$ cat src/rtl/bram_col_ctrl_pkg.sv
// bram_col_ctrl_pkg: shared definitions for the rotating BRAM column-buffer sequencer.
// Holds the controller state encoding, the window size K derived from the BRAM count,
// and the modulo-NB_MEM index increment used for memory-role rotation.
package bram_col_ctrl_pkg;

   typedef enum logic [1:0] {
      ST_IDLE = 2'd0,
      ST_FILL = 2'd1,
      ST_RUN  = 2'd2,
      ST_DONE = 2'd3
   } state_e;

   // Convolver window size: all memories but the spare one are read together.
   function automatic int unsigned k_of(input int unsigned nb_mem);
      return nb_mem - 1;
   endfunction

   // Advance a memory index, wrapping at nb_mem.
   function automatic int unsigned mem_inc(input int unsigned idx, input int unsigned nb_mem);
      return (idx + 1 >= nb_mem) ? 0 : idx + 1;
   endfunction

endpackage

$ cat src/rtl/bram_col_ctrl_col_counter.sv
// bram_col_ctrl_col_counter: column address counter, one per side of the buffer.
// Ports: i_clk/i_rst (sync, active high), i_clr, i_inc, i_len (column length),
//        o_cnt (current address), o_end (WRAP=1: at len-1, wraps on inc; WRAP=0: reached len, holds).
module bram_col_ctrl_col_counter #(
   parameter int unsigned NB_ADDRESS = 10,
   parameter bit          WRAP       = 1'b1
) (
   input  logic                  i_clk,
   input  logic                  i_rst,
   input  logic                  i_clr,
   input  logic                  i_inc,
   input  logic [NB_ADDRESS-1:0] i_len,
   output logic [NB_ADDRESS-1:0] o_cnt,
   output logic                  o_end
);

   logic [NB_ADDRESS-1:0] cnt_q;
   logic [NB_ADDRESS-1:0] cnt_d;

   // Write side flags the last address of a column; read side flags that the
   // whole column has been issued and parks there until cleared.
   assign o_end = WRAP ? (cnt_q == (i_len - NB_ADDRESS'(1))) : (cnt_q == i_len);
   assign o_cnt = cnt_q;

   always_comb begin
      cnt_d = cnt_q;
      if (i_clr) begin
         cnt_d = '0;
      end else if (i_inc) begin
         if (WRAP && o_end) begin
            cnt_d = '0;
         end else if (!(!WRAP && o_end)) begin
            cnt_d = cnt_q + NB_ADDRESS'(1);
         end
      end
   end

   always_ff @(posedge i_clk) begin
      if (i_rst) begin
         cnt_q <= '0;
      end else begin
         cnt_q <= cnt_d;
      end
   end

endmodule

$ cat src/rtl/bram_col_ctrl.sv
// bram_col_ctrl: sequencer for NB_MEM BRAMs used as rotating column buffers of a KxK convolver (K = NB_MEM-1).
// Ports: loader stream (i_ld_valid/i_ld_data/o_ld_ready), BRAM write side (o_wr_en/o_wr_addr/o_wr_data),
//        convolver read side (i_rd_en, o_rd_addr, o_mem_sel, o_rd_valid), control (i_start, i_col_len, i_num_cols, o_busy, o_done).
// Optional: define BRAM_COL_CTRL_STALL_CNT_EN to add o_stall_cnt (saturating count of RUN cycles waiting on the writer).
module bram_col_ctrl
   import bram_col_ctrl_pkg::*;
#(
   parameter int unsigned NB_ADDRESS = 10,
   parameter int unsigned RAM_WIDTH  = 13,
   parameter int unsigned NB_MEM     = 4,
   parameter int unsigned NB_COLS    = 10
) (
   input  logic                      i_CLK,
   input  logic                      i_rst,
   input  logic                      i_start,
   input  logic [NB_ADDRESS-1:0]     i_col_len,
   input  logic [NB_COLS-1:0]        i_num_cols,
   input  logic                      i_ld_valid,
   input  logic [RAM_WIDTH-1:0]      i_ld_data,
   output logic                      o_ld_ready,
   input  logic                      i_rd_en,
   output logic [NB_MEM-1:0]         o_wr_en,
   output logic [NB_ADDRESS-1:0]     o_wr_addr,
   output logic [RAM_WIDTH-1:0]      o_wr_data,
   output logic [NB_ADDRESS-1:0]     o_rd_addr,
   output logic [$clog2(NB_MEM)-1:0] o_mem_sel,
   output logic                      o_rd_valid,
`ifdef BRAM_COL_CTRL_STALL_CNT_EN
   output logic [15:0]               o_stall_cnt,
`endif
   output logic                      o_busy,
   output logic                      o_done
);

   localparam int unsigned        K      = k_of(NB_MEM);
   localparam int unsigned        MW     = $clog2(NB_MEM);
   localparam logic [NB_COLS-1:0] K_COLS = NB_COLS'(K);

   state_e                  state_q;
   logic [NB_ADDRESS-1:0]   col_len_q;
   logic [NB_COLS-1:0]      num_cols_q;
   logic [MW-1:0]           wr_mem_q;
   logic [MW-1:0]           mem_sel_q;
   logic [NB_COLS-1:0]      loaded_q;
   logic [NB_COLS-1:0]      out_q;
   logic                    col_wr_done_q;
   logic [NB_ADDRESS-1:0]   rd_addr_q;
   logic                    rd_valid_q;

   logic                    start_ok;
   logic                    wr_fire;
   logic                    wr_last;
   logic                    wr_col_end;
   logic [NB_ADDRESS-1:0]   wr_cnt;
   logic                    rd_issue;
   logic                    rd_full;
   logic [NB_ADDRESS-1:0]   rd_cnt;
   logic                    wr_side_ready;
   logic                    rotate;
   logic                    last_out;
   logic                    ld_ready;

   assign start_ok   = (state_q == ST_IDLE) && i_start && (i_col_len != '0) && (i_num_cols >= K_COLS);
   assign wr_fire    = i_ld_valid && ld_ready;
   assign wr_col_end = wr_fire && wr_last;
   assign rd_issue   = (state_q == ST_RUN) && i_rd_en && !rd_full;

   // The spare memory is free to rotate once its column is complete, or
   // immediately when the image has no columns left to load.
   assign wr_side_ready = col_wr_done_q || (loaded_q == num_cols_q);
   // Waiting for rd_valid to drop keeps the last beat tied to the current mem_sel.
   assign rotate   = (state_q == ST_RUN) && rd_full && wr_side_ready && !rd_valid_q;
   assign last_out = ((out_q + NB_COLS'(1)) == (num_cols_q - K_COLS + NB_COLS'(1)));

   always_comb begin
      ld_ready = 1'b0;
      case (state_q)
         ST_FILL: ld_ready = 1'b1;
         ST_RUN:  ld_ready = !col_wr_done_q && (loaded_q < num_cols_q);
         default: ld_ready = 1'b0;
      endcase
   end

   bram_col_ctrl_col_counter #(.NB_ADDRESS(NB_ADDRESS), .WRAP(1'b1)) u_wr_cnt (
      .i_clk (i_CLK),
      .i_rst (i_rst),
      .i_clr (start_ok),
      .i_inc (wr_fire),
      .i_len (col_len_q),
      .o_cnt (wr_cnt),
      .o_end (wr_last)
   );

   bram_col_ctrl_col_counter #(.NB_ADDRESS(NB_ADDRESS), .WRAP(1'b0)) u_rd_cnt (
      .i_clk (i_CLK),
      .i_rst (i_rst),
      .i_clr (start_ok || rotate),
      .i_inc (rd_issue),
      .i_len (col_len_q),
      .o_cnt (rd_cnt),
      .o_end (rd_full)
   );

   always_ff @(posedge i_CLK) begin
      if (i_rst) begin
         state_q       <= ST_IDLE;
         col_len_q     <= '0;
         num_cols_q    <= '0;
         wr_mem_q      <= '0;
         mem_sel_q     <= '0;
         loaded_q      <= '0;
         out_q         <= '0;
         col_wr_done_q <= 1'b0;
         rd_addr_q     <= '0;
         rd_valid_q    <= 1'b0;
      end else begin
         rd_valid_q <= rd_issue;
         if (rd_issue) begin
            rd_addr_q <= rd_cnt;
         end
         case (state_q)
            ST_IDLE: begin
               if (start_ok) begin
                  state_q       <= ST_FILL;
                  col_len_q     <= i_col_len;
                  num_cols_q    <= i_num_cols;
                  wr_mem_q      <= '0;
                  mem_sel_q     <= '0;
                  loaded_q      <= '0;
                  out_q         <= '0;
                  col_wr_done_q <= 1'b0;
               end
            end
            ST_FILL: begin
               if (wr_col_end) begin
                  loaded_q <= loaded_q + NB_COLS'(1);
                  if ((loaded_q + NB_COLS'(1)) == K_COLS) begin
                     state_q  <= ST_RUN;
                     wr_mem_q <= MW'(K);
                  end else begin
                     wr_mem_q <= MW'(mem_inc(32'(wr_mem_q), NB_MEM));
                  end
               end
            end
            ST_RUN: begin
               // rotate requires the column already written, so it never
               // coincides with wr_col_end.
               if (wr_col_end) begin
                  loaded_q      <= loaded_q + NB_COLS'(1);
                  col_wr_done_q <= 1'b1;
               end
               if (rotate) begin
                  out_q <= out_q + NB_COLS'(1);
                  if (last_out) begin
                     state_q <= ST_DONE;
                  end else begin
                     mem_sel_q     <= MW'(mem_inc(32'(mem_sel_q), NB_MEM));
                     wr_mem_q      <= MW'(mem_inc(32'(wr_mem_q), NB_MEM));
                     col_wr_done_q <= 1'b0;
                  end
               end
            end
            default: begin
               state_q <= ST_IDLE;
            end
         endcase
      end
   end

`ifdef BRAM_COL_CTRL_STALL_CNT_EN
   logic [15:0] stall_q;

   always_ff @(posedge i_CLK) begin
      if (i_rst || start_ok) begin
         stall_q <= '0;
      end else if ((state_q == ST_RUN) && rd_full && !wr_side_ready && (stall_q != 16'hFFFF)) begin
         stall_q <= stall_q + 16'd1;
      end
   end

   assign o_stall_cnt = stall_q;
`endif

   assign o_ld_ready = ld_ready;
   assign o_wr_en    = wr_fire ? ({{(NB_MEM-1){1'b0}}, 1'b1} << wr_mem_q) : '0;
   assign o_wr_addr  = wr_cnt;
   assign o_wr_data  = i_ld_data;
   assign o_rd_addr  = rd_addr_q;
   assign o_mem_sel  = mem_sel_q;
   assign o_rd_valid = rd_valid_q;
   assign o_busy     = (state_q != ST_IDLE);
   assign o_done     = (state_q == ST_DONE);

endmodule

$ cat config.mk
export PLATFORM = sky130hd
export DESIGN_NAME = bram_col_ctrl
export DESIGN_NICKNAME = d
export VERILOG_FILES = /design/src/rtl/bram_col_ctrl_pkg.sv /design/src/rtl/bram_col_ctrl_col_counter.sv /design/src/rtl/bram_col_ctrl.sv
export SDC_FILE = /design/constraint.sdc
export NUM_CORES = 1
export LEC_CHECK = 0
export BUFFER_PORTS_ARGS = -buffer_cell sky130_fd_sc_hd__clkbuf_2
export CAP_MARGIN = 10
export CORE_MARGIN = 2
export CORE_UTILIZATION = 62
export CTS_CLUSTER_DIAMETER = 80
export DETAILED_ROUTE_END_ITERATION = 7
export GPL_ROUTABILITY_DRIVEN = 1
export PLACE_DENSITY = 0.95
export SLEW_MARGIN = 20
export SYNTH_ARGS = -nofsm -noshare
export SYNTH_HDL_FRONTEND = slang
export SYNTH_HIERARCHICAL = 1
export SYNTH_SLANG_ARGS = --single-unit
$ cat constraint.sdc
create_clock -name i_CLK -period 9.7 [get_ports i_CLK]
set_input_delay 0.485 -clock i_CLK [delete_from_list [all_inputs] [get_ports i_CLK]]
set_output_delay 0.485 -clock i_CLK [all_outputs]
set_load 0.01 [all_outputs]
==> flow_summary.ini, run 1 <==
[run_status]
status = completed

[floorplan]
die_y_um = 94.6
num_rows = 33
die_area_sq_um = 8950
initial_core_util_pct = 62.9
die_x_um = 94.6
io_pins = 81
core_sq_um = 8090

[setup_path]
crit_path_start_kind = register
r2r_start = col_len_q[0]
rr_worst_depth = 12
timing.rr.end = loaded_q[8]
cp_slowest_cell = a211oi_2
rrSetupSlack_ps = 5740
path_cells = inv_1 > ha_1 > nor2b_1 > o31a_1 > a2111o_1 > a211oi_2 > a21boi_1 > nand3_1 > a211oi_1 > o211a_1 > a41oi_1 > a311oi_1
cpPeakStageDelay_ps = 560
crit_arrival_ps = 4240
crit_required_ps = 9970
worstSetupPathType = reg2reg
cp-end-kind = register
crit_path_max_fanout = 11

[clock_network]
cts_tree = built
clockBufferDepth = 2
clock_sinks = 78
cts-resized-gates = 0
cts_root_buffer = clkbuf_8
post-cts-setup-buffer-count = 0
ctsHoldBuffers = 0
clk_latency_ps = 370
clk_pin_slew_ps = 90
h-tree-depth = 3
cts_made_buffers = 9

[layout]
num_antenna_cells = 0
area_delta_synth_final_pct = 7.87
post_layout_nonfiller_instances = 777
num-fill-cells = 646
drive_above_1_share_pct = 13.8
finalNetCount = 732

[timing]
fin_crit_sh_pct = 40.9
min_period_ps = 3960
slew-limit-headroom_pct = 38.5
drv_slew = 0
timing.final.ws_setup_ps = 5740
hold_violations = 0
setup_viol = 0
tightest_slew_ps = 920
setup_tns_ps = 0
rsz0062_at_grt = false
skew_ps = 14.0
fmax_mhz = 252

[min_path]
min_to = num_cols_q[0]
min_from = i_num_cols[0]
min_path_type = in2reg
whs_path_depth = 3

[power_and_ir_drop]
vdd_ir_drop_max_uv = 135
power.density_cell_area_nw_per_um2 = 187
power_w = 0.00103
leakagePower_nw = 2.23

[place]
gp_congestion = 0.932
dp_hpwl_mm = 9.21
dp.cells = 761
io_buffers = 54
dp_slack_ps = 5890

[global_routing]
grt_pass1_wl_mm = 20.8
overflow = 0
grt_pass1_vias = 4419
antenna_found_initial = 0
grt_max_degree = 66
track_usage_pct = 29.2

[logic_synthesis]
netlist_area_sq_um = 5090
syn-num-nets = 706
synth-seq-cells = 78
yosysSeqAreaShare_pct = 30.7
synthCells = 641
yosys_warnings = 6
syn-mean-instance-area_sq_um = 7.94
async_flop_share_pct = 0
ys.flop_type = dfxtp_1
synth_edf_count = 0
ys_types = 74

[drt]
dr.pass1.iters = 5
via_per_inst = 6.25
drc = 0
drtIter0Drc = 364
vias = 4857
wl_per_cell_um = 16.6
ant_nets = 0
drt-total-wl_mm = 12.9

[run]
maxCapViolCount = 0
-- kinds of logic after synthesis --
kind of cell / after synthesis / synth area share, %
compound gates: 144 / 18.2
xor+xnor: 45 / 8.65
fa+ha+maj: 27 / 6.64
buf+inv: 73 / 7.23
flops: 78 / 30.7
mux: 7 / 1.45
simple gates: 267 / 27.2
-- worst max path at each step --
stage	endpoint	cells after the start	slack [ps]	start
after detailed placement	loaded_q[3]	12	5890	col_len_q[0]
after global placement	loaded_q[8]	12	6040	col_len_q[0]
after floorplan	loaded_q[8]	13	6530	col_len_q[0]
after global routing	loaded_q[6]	12	5530	col_len_q[0]
final	loaded_q[8]	12	5740	col_len_q[0]
after CTS	loaded_q[3]	12	5820	col_len_q[0]
-- sequential cells by signal, indices dropped and copies added, names as in the netlist --
register	count
num_cols_q	10
col_len_q	10
wr_mem_q	2
u_rd_cnt/o_cnt	10
loaded_q	10
o_rd_addr	10
out_q	10
u_wr_cnt/o_cnt	10
o_mem_sel	2
o_rd_valid	1
state_q	2
col_wr_done_q	1
-- placed cells by master (no fill, tap or decap), types with 4 or more instances in the layout --
cell type	count
nand2b_1	10
a31oi_1	4
xnor2_1	21
clkbuf_2	54
clkbuf_8	10
a311oi_1	10
a21o_1	5
nand3b_1	6
or4_1	4
nor4_1	9
o31ai_1	4
nor3b_1	4
nor2b_1	5
mux2i_1	4
and2_1	6
o21ai_0	19
nand4_1	11
nand4b_1	8
a21oi_1	67
ha_1	27
nand3_1	19
and3_1	8
nor3_1	12
xor2_1	21
dfxtp_1	78
nand2_1	114
or3_1	11
inv_1	32
nor2_1	21
-- area by class of cell --
| cell class | instances | area, sq um | area share [%] |
|---|---|---|---|
| sequential | 78 | 1560 | 28.4 |
| clock buffer | 10 | 138 | 2.51 |
| timing repair buffer | 56 | 285 | 5.20 |
| tap | 105 | 131 | 2.39 |
| inverter | 32 | 120 | 2.19 |
| multi-input combinational | 490 | 3160 | 57.6 |
| clock inverter | 6 | 93.8 | 1.71 |
-- report_power, final --
part | leakage (nW) | internal (W) | switching (W)
Clock | 0.113 | 0.000154 | 0.000131
Sequential | 0.632 | 0.000339 | 0.0000308
Combinational | 1.49 | 0.000143 | 0.000229
-- per-stage QoR --
stage,hold slack (ps),instance area [sq um],util [%]
after global routing,350,5490,67.8
after global placement,443,5260,65.0
after detailed placement,452,5260,65.0
after CTS,344,5490,67.8
after floorplan,452,5090,-
final,344,5490,67.8
-- metal layers --
metal	global-route usage (%)	wire length, um	up-vias
li1	-	-	2321
met5	0	0	-
met1	35.9	5400	2288
met3	5.51	797	38
met2	50.5	6350	210
met4	11.2	348	0
-- cells in the mapped netlist (all sizes together) (10+ instances only) --
| cell type | n | area, sq um |
|---|---|---|
| dfxtp | 78 | 1560 |
| a21oi | 67 | 335 |
| o21ai | 19 | 95.1 |
| xor2 | 21 | 184 |
| nand3 | 20 | 105 |
| inv | 32 | 120 |
| xnor2 | 21 | 184 |
| nand2b | 10 | 62.6 |
| a311oi | 10 | 87.6 |
| or3 | 13 | 91.3 |
| clkbuf | 23 | 116 |
| ha | 27 | 338 |
| nand2 | 114 | 428 |
| nor2 | 21 | 78.8 |
| nor3 | 13 | 70.1 |
| buf | 18 | 131 |
| nand4 | 11 | 68.8 |
-- critical path, delay by kind of cell, from the launching register on --
kind	cells	cell delay [ps]
AO/OA/AOI/OAI	8	2790
flip-flops	1	440
AND/OR/NAND/NOR	2	320
adder cells (fa/ha/maj)	1	240
buffers and inverters	1	70
Note: power is estimated with default switching activity, not from simulation.
==> inputs of run 2 (changes only) <==
ABC_AREA = 1   (was default)
CORE_UTILIZATION = 58   (was 62)
PLACE_DENSITY = 0.91   (was 0.95)
clock period = 3.7 ns   (was 9.7 ns; I/O delays follow)
==> run 2 against run 1 <==
Against the previous run: sequential cell count did not move; clock-buffer cell count fell by 1; fmax rose by 43%; clock skew rose by 1.6 ps; non-clock buffer count rose by 1; via count rose by 11%.
==> flow_summary.ini, run 2 <==
[run_status]
status = completed

[logic_synthesis]
synth_compound_area_share_pct = 10.0
ys.flop_type = dfxtp_1
yosysSeqAreaShare_pct = 28.6
synth_top_cell_by_area = dfxtp_1
yosysMostFrequentCell = nand2_1
muxShareOfSynthArea_pct = 0
netlist_area_sq_um = 5460
synth_simple_gate_area_share_pct = 40.3
synth_edf_count = 0
synth_adder_area_share_pct = 6.19
synth-xor-area-share_pct = 3.99
synth-seq-cells = 78
synth_top_family_by_area = simple AND/OR/NAND/NOR gates
synthCells = 851
yosys_warnings = 6
syn-num-nets = 916
ys_types = 41
syn-mean-instance-area_sq_um = 6.41
yosys-top-cells-area = dfxtp_1 (29%), nand2_1 (14%), nor2_1 (10%)
netlist_top_cells_count = nand2_1 (201), nor2_1 (145), inv_1 (91)
async_flop_share_pct = 0
synth_top_area_share_pct = 28.6

[clock_network]
h-tree-depth = 3
clock_sinks = 78
ctsHoldBuffers = 0
cts_tree = built
cts_made_buffers = 9
cts-resized-gates = 0
clockBufferDepth = 2
clk_latency_ps = 360
cts_root_buffer = clkbuf_8
post-cts-setup-buffer-count = 0
clk_pin_slew_ps = 90

[power_and_ir_drop]
swShare_pct = 48.2
leakagePower_nw = 2.79
power_switching_w = 0.00204
p_seq_share_pct = 29.9
pwr-share-clk_pct = 17.6
p_int_w = 0.00219
power.density_cell_area_nw_per_um2 = 719
power_frac_comb_pct = 52.5
vdd_ir_drop_max_uv = 422

[setup_path]
path_delay_family = simple AND/OR/NAND/NOR gates
crit_required_ps = 3960
worstSetupPathType = reg2reg
cp-end-kind = register
cp_slowest_cell = dfxtp_1
cp.buffers_inverters = 4
path_cells = inv_1 > ha_1 > buf_4 > nand3_1 > nor2_1 > nand3_1 > nand2_1 > nand2_1 > inv_1 > nand2_1 > inv_1 > nand4_2 > nor3_2 > nand4_1 > nor2_1 > xnor2_1 > nor2_1
crit_arrival_ps = 3030
crit_path_start_kind = register
crit_path_max_fanout = 14
cpPeakStageDelay_ps = 360

[timing]
slew-limit-headroom_pct = 55.4
hold_violations = 0
min_period_ps = 2770
fmax_mhz = 361
setup_tns_ps = 0
rsz0062_at_grt = false
fin_crit_sh_pct = 74.9
tightest_slew_ps = 669
setup_viol = 0
skew_ps = 15.6
drv_slew = 0

[floorplan]
die_y_um = 101
die_area_sq_um = 10200
core_sq_um = 9200
io_pins = 81
die_x_um = 101
initial_core_util_pct = 59.3
num_rows = 35

[layout]
layout_common_cells = nand2_1 (201), nor2_1 (145), inv_1 (91)
drive_above_1_share_pct = 15.1
postLayoutCoreUtil_pct = 64.1
num-fill-cells = 821
finalNetCount = 947
num_antenna_cells = 0
area_delta_synth_final_pct = 8.00
mostFrequentLayoutCell = nand2_1
fin_area_sq_um = 5890

[drt]
vias = 5385
ant_nets = 0
dr.pass1.iters = 8
drtIter0Drc = 263
via_per_inst = 5.40
drt-total-wl_mm = 12.5
drc = 0
wl_per_cell_um = 12.5

[global_routing]
overflow = 0
grt_max_degree = 33
antenna_found_initial = 0
grt_pass1_vias = 4740
grt_pass1_wl_mm = 21.0
track_usage_pct = 25.4

[min_path]
min_path_type = in2reg

[place]
gp_congestion = 0.910
io_buffers = 54
dp_hpwl_mm = 9.12
placed_area_sq_um = 5670

[run]
maxCapViolCount = 0
-- run 2: worst register-to-register path: cells and delay by family (launching register included) --
| kind | cells | cell delay, ps |
|---|---|---|
| adders and majority gates | 1 | 270 |
| and+or+nand+nor | 11 | 1230 |
| DFF | 1 | 360 |
| xor gates and xnor gates | 1 | 120 |
| buffers and inverters | 4 | 700 |
-- run 2: layout make-up --
| class | count | area (sq um) | share of cell area, % |
|---|---|---|---|
| clock buffer | 9 | 124 | 2.10 |
| clock inverter | 7 | 104 | 1.76 |
| inverter | 100 | 375 | 6.37 |
| multi-input combinational | 636 | 3300 | 56.0 |
| sequential | 78 | 1560 | 26.5 |
| tap | 111 | 139 | 2.36 |
| timing repair buffer | 57 | 293 | 4.97 |
-- run 2: worst paths after layout --
check / to / cells after the start / slack [ps] / from
min: col_len_q[5] / 3 / 90 / i_col_len[5]
min reg2reg: o_rd_addr[4] / 2 / 490 / o_rd_addr[4]
max reg2reg: u_wr_cnt/o_cnt[9] / 17 / 930 / state_q[0]
max: u_wr_cnt/o_cnt[9] / 17 / 930 / state_q[0]
-- run 2: kinds of logic (layout without fill, tap and decap cells) --
logic type      after synthesis  count (layout)
simple gates                486             486
buf+inv                     137             173
compound gates               99              99
flops                        78              78
fa+ha+maj                    27              27
xor+xnor                     24              24
-- run 2: power groups by stage --
stage	Clock, W	Combinational, W	Sequential [W]
floorplan	0	0.00184	0.00122
global placement	0	0.00213	0.00127
detailed placement	0	0.00217	0.00128
CTS	0.000756	0.00220	0.00126
global route	0.000787	0.00254	0.00130
finish	0.000746	0.00222	0.00127
-- run 2: metrics by stage --
step	total power, W	hold WS (ps)	cells	setup WS, ps
global placement	0.00340	370	982	1020
floorplan	0.00306	352	851	1230
detailed placement	0.00345	370	982	955
global route	0.00462	90.1	998	559
CTS	0.00422	83.0	998	935
finish	0.00424	92.3	998	929
-- run 2: per-layer routing --
metal  part of all wire [%]  vias to the layer above  global-route usage, %  wire (um)
li1                       -                     2759                      -          -
met1                     47                     2413                   34.5       5830
met2                     44                      178                   39.8       5450
met3                    6.6                       35                   4.44        821
met4                    3.0                        0                   11.0        378
met5                      0                        -                      0          0
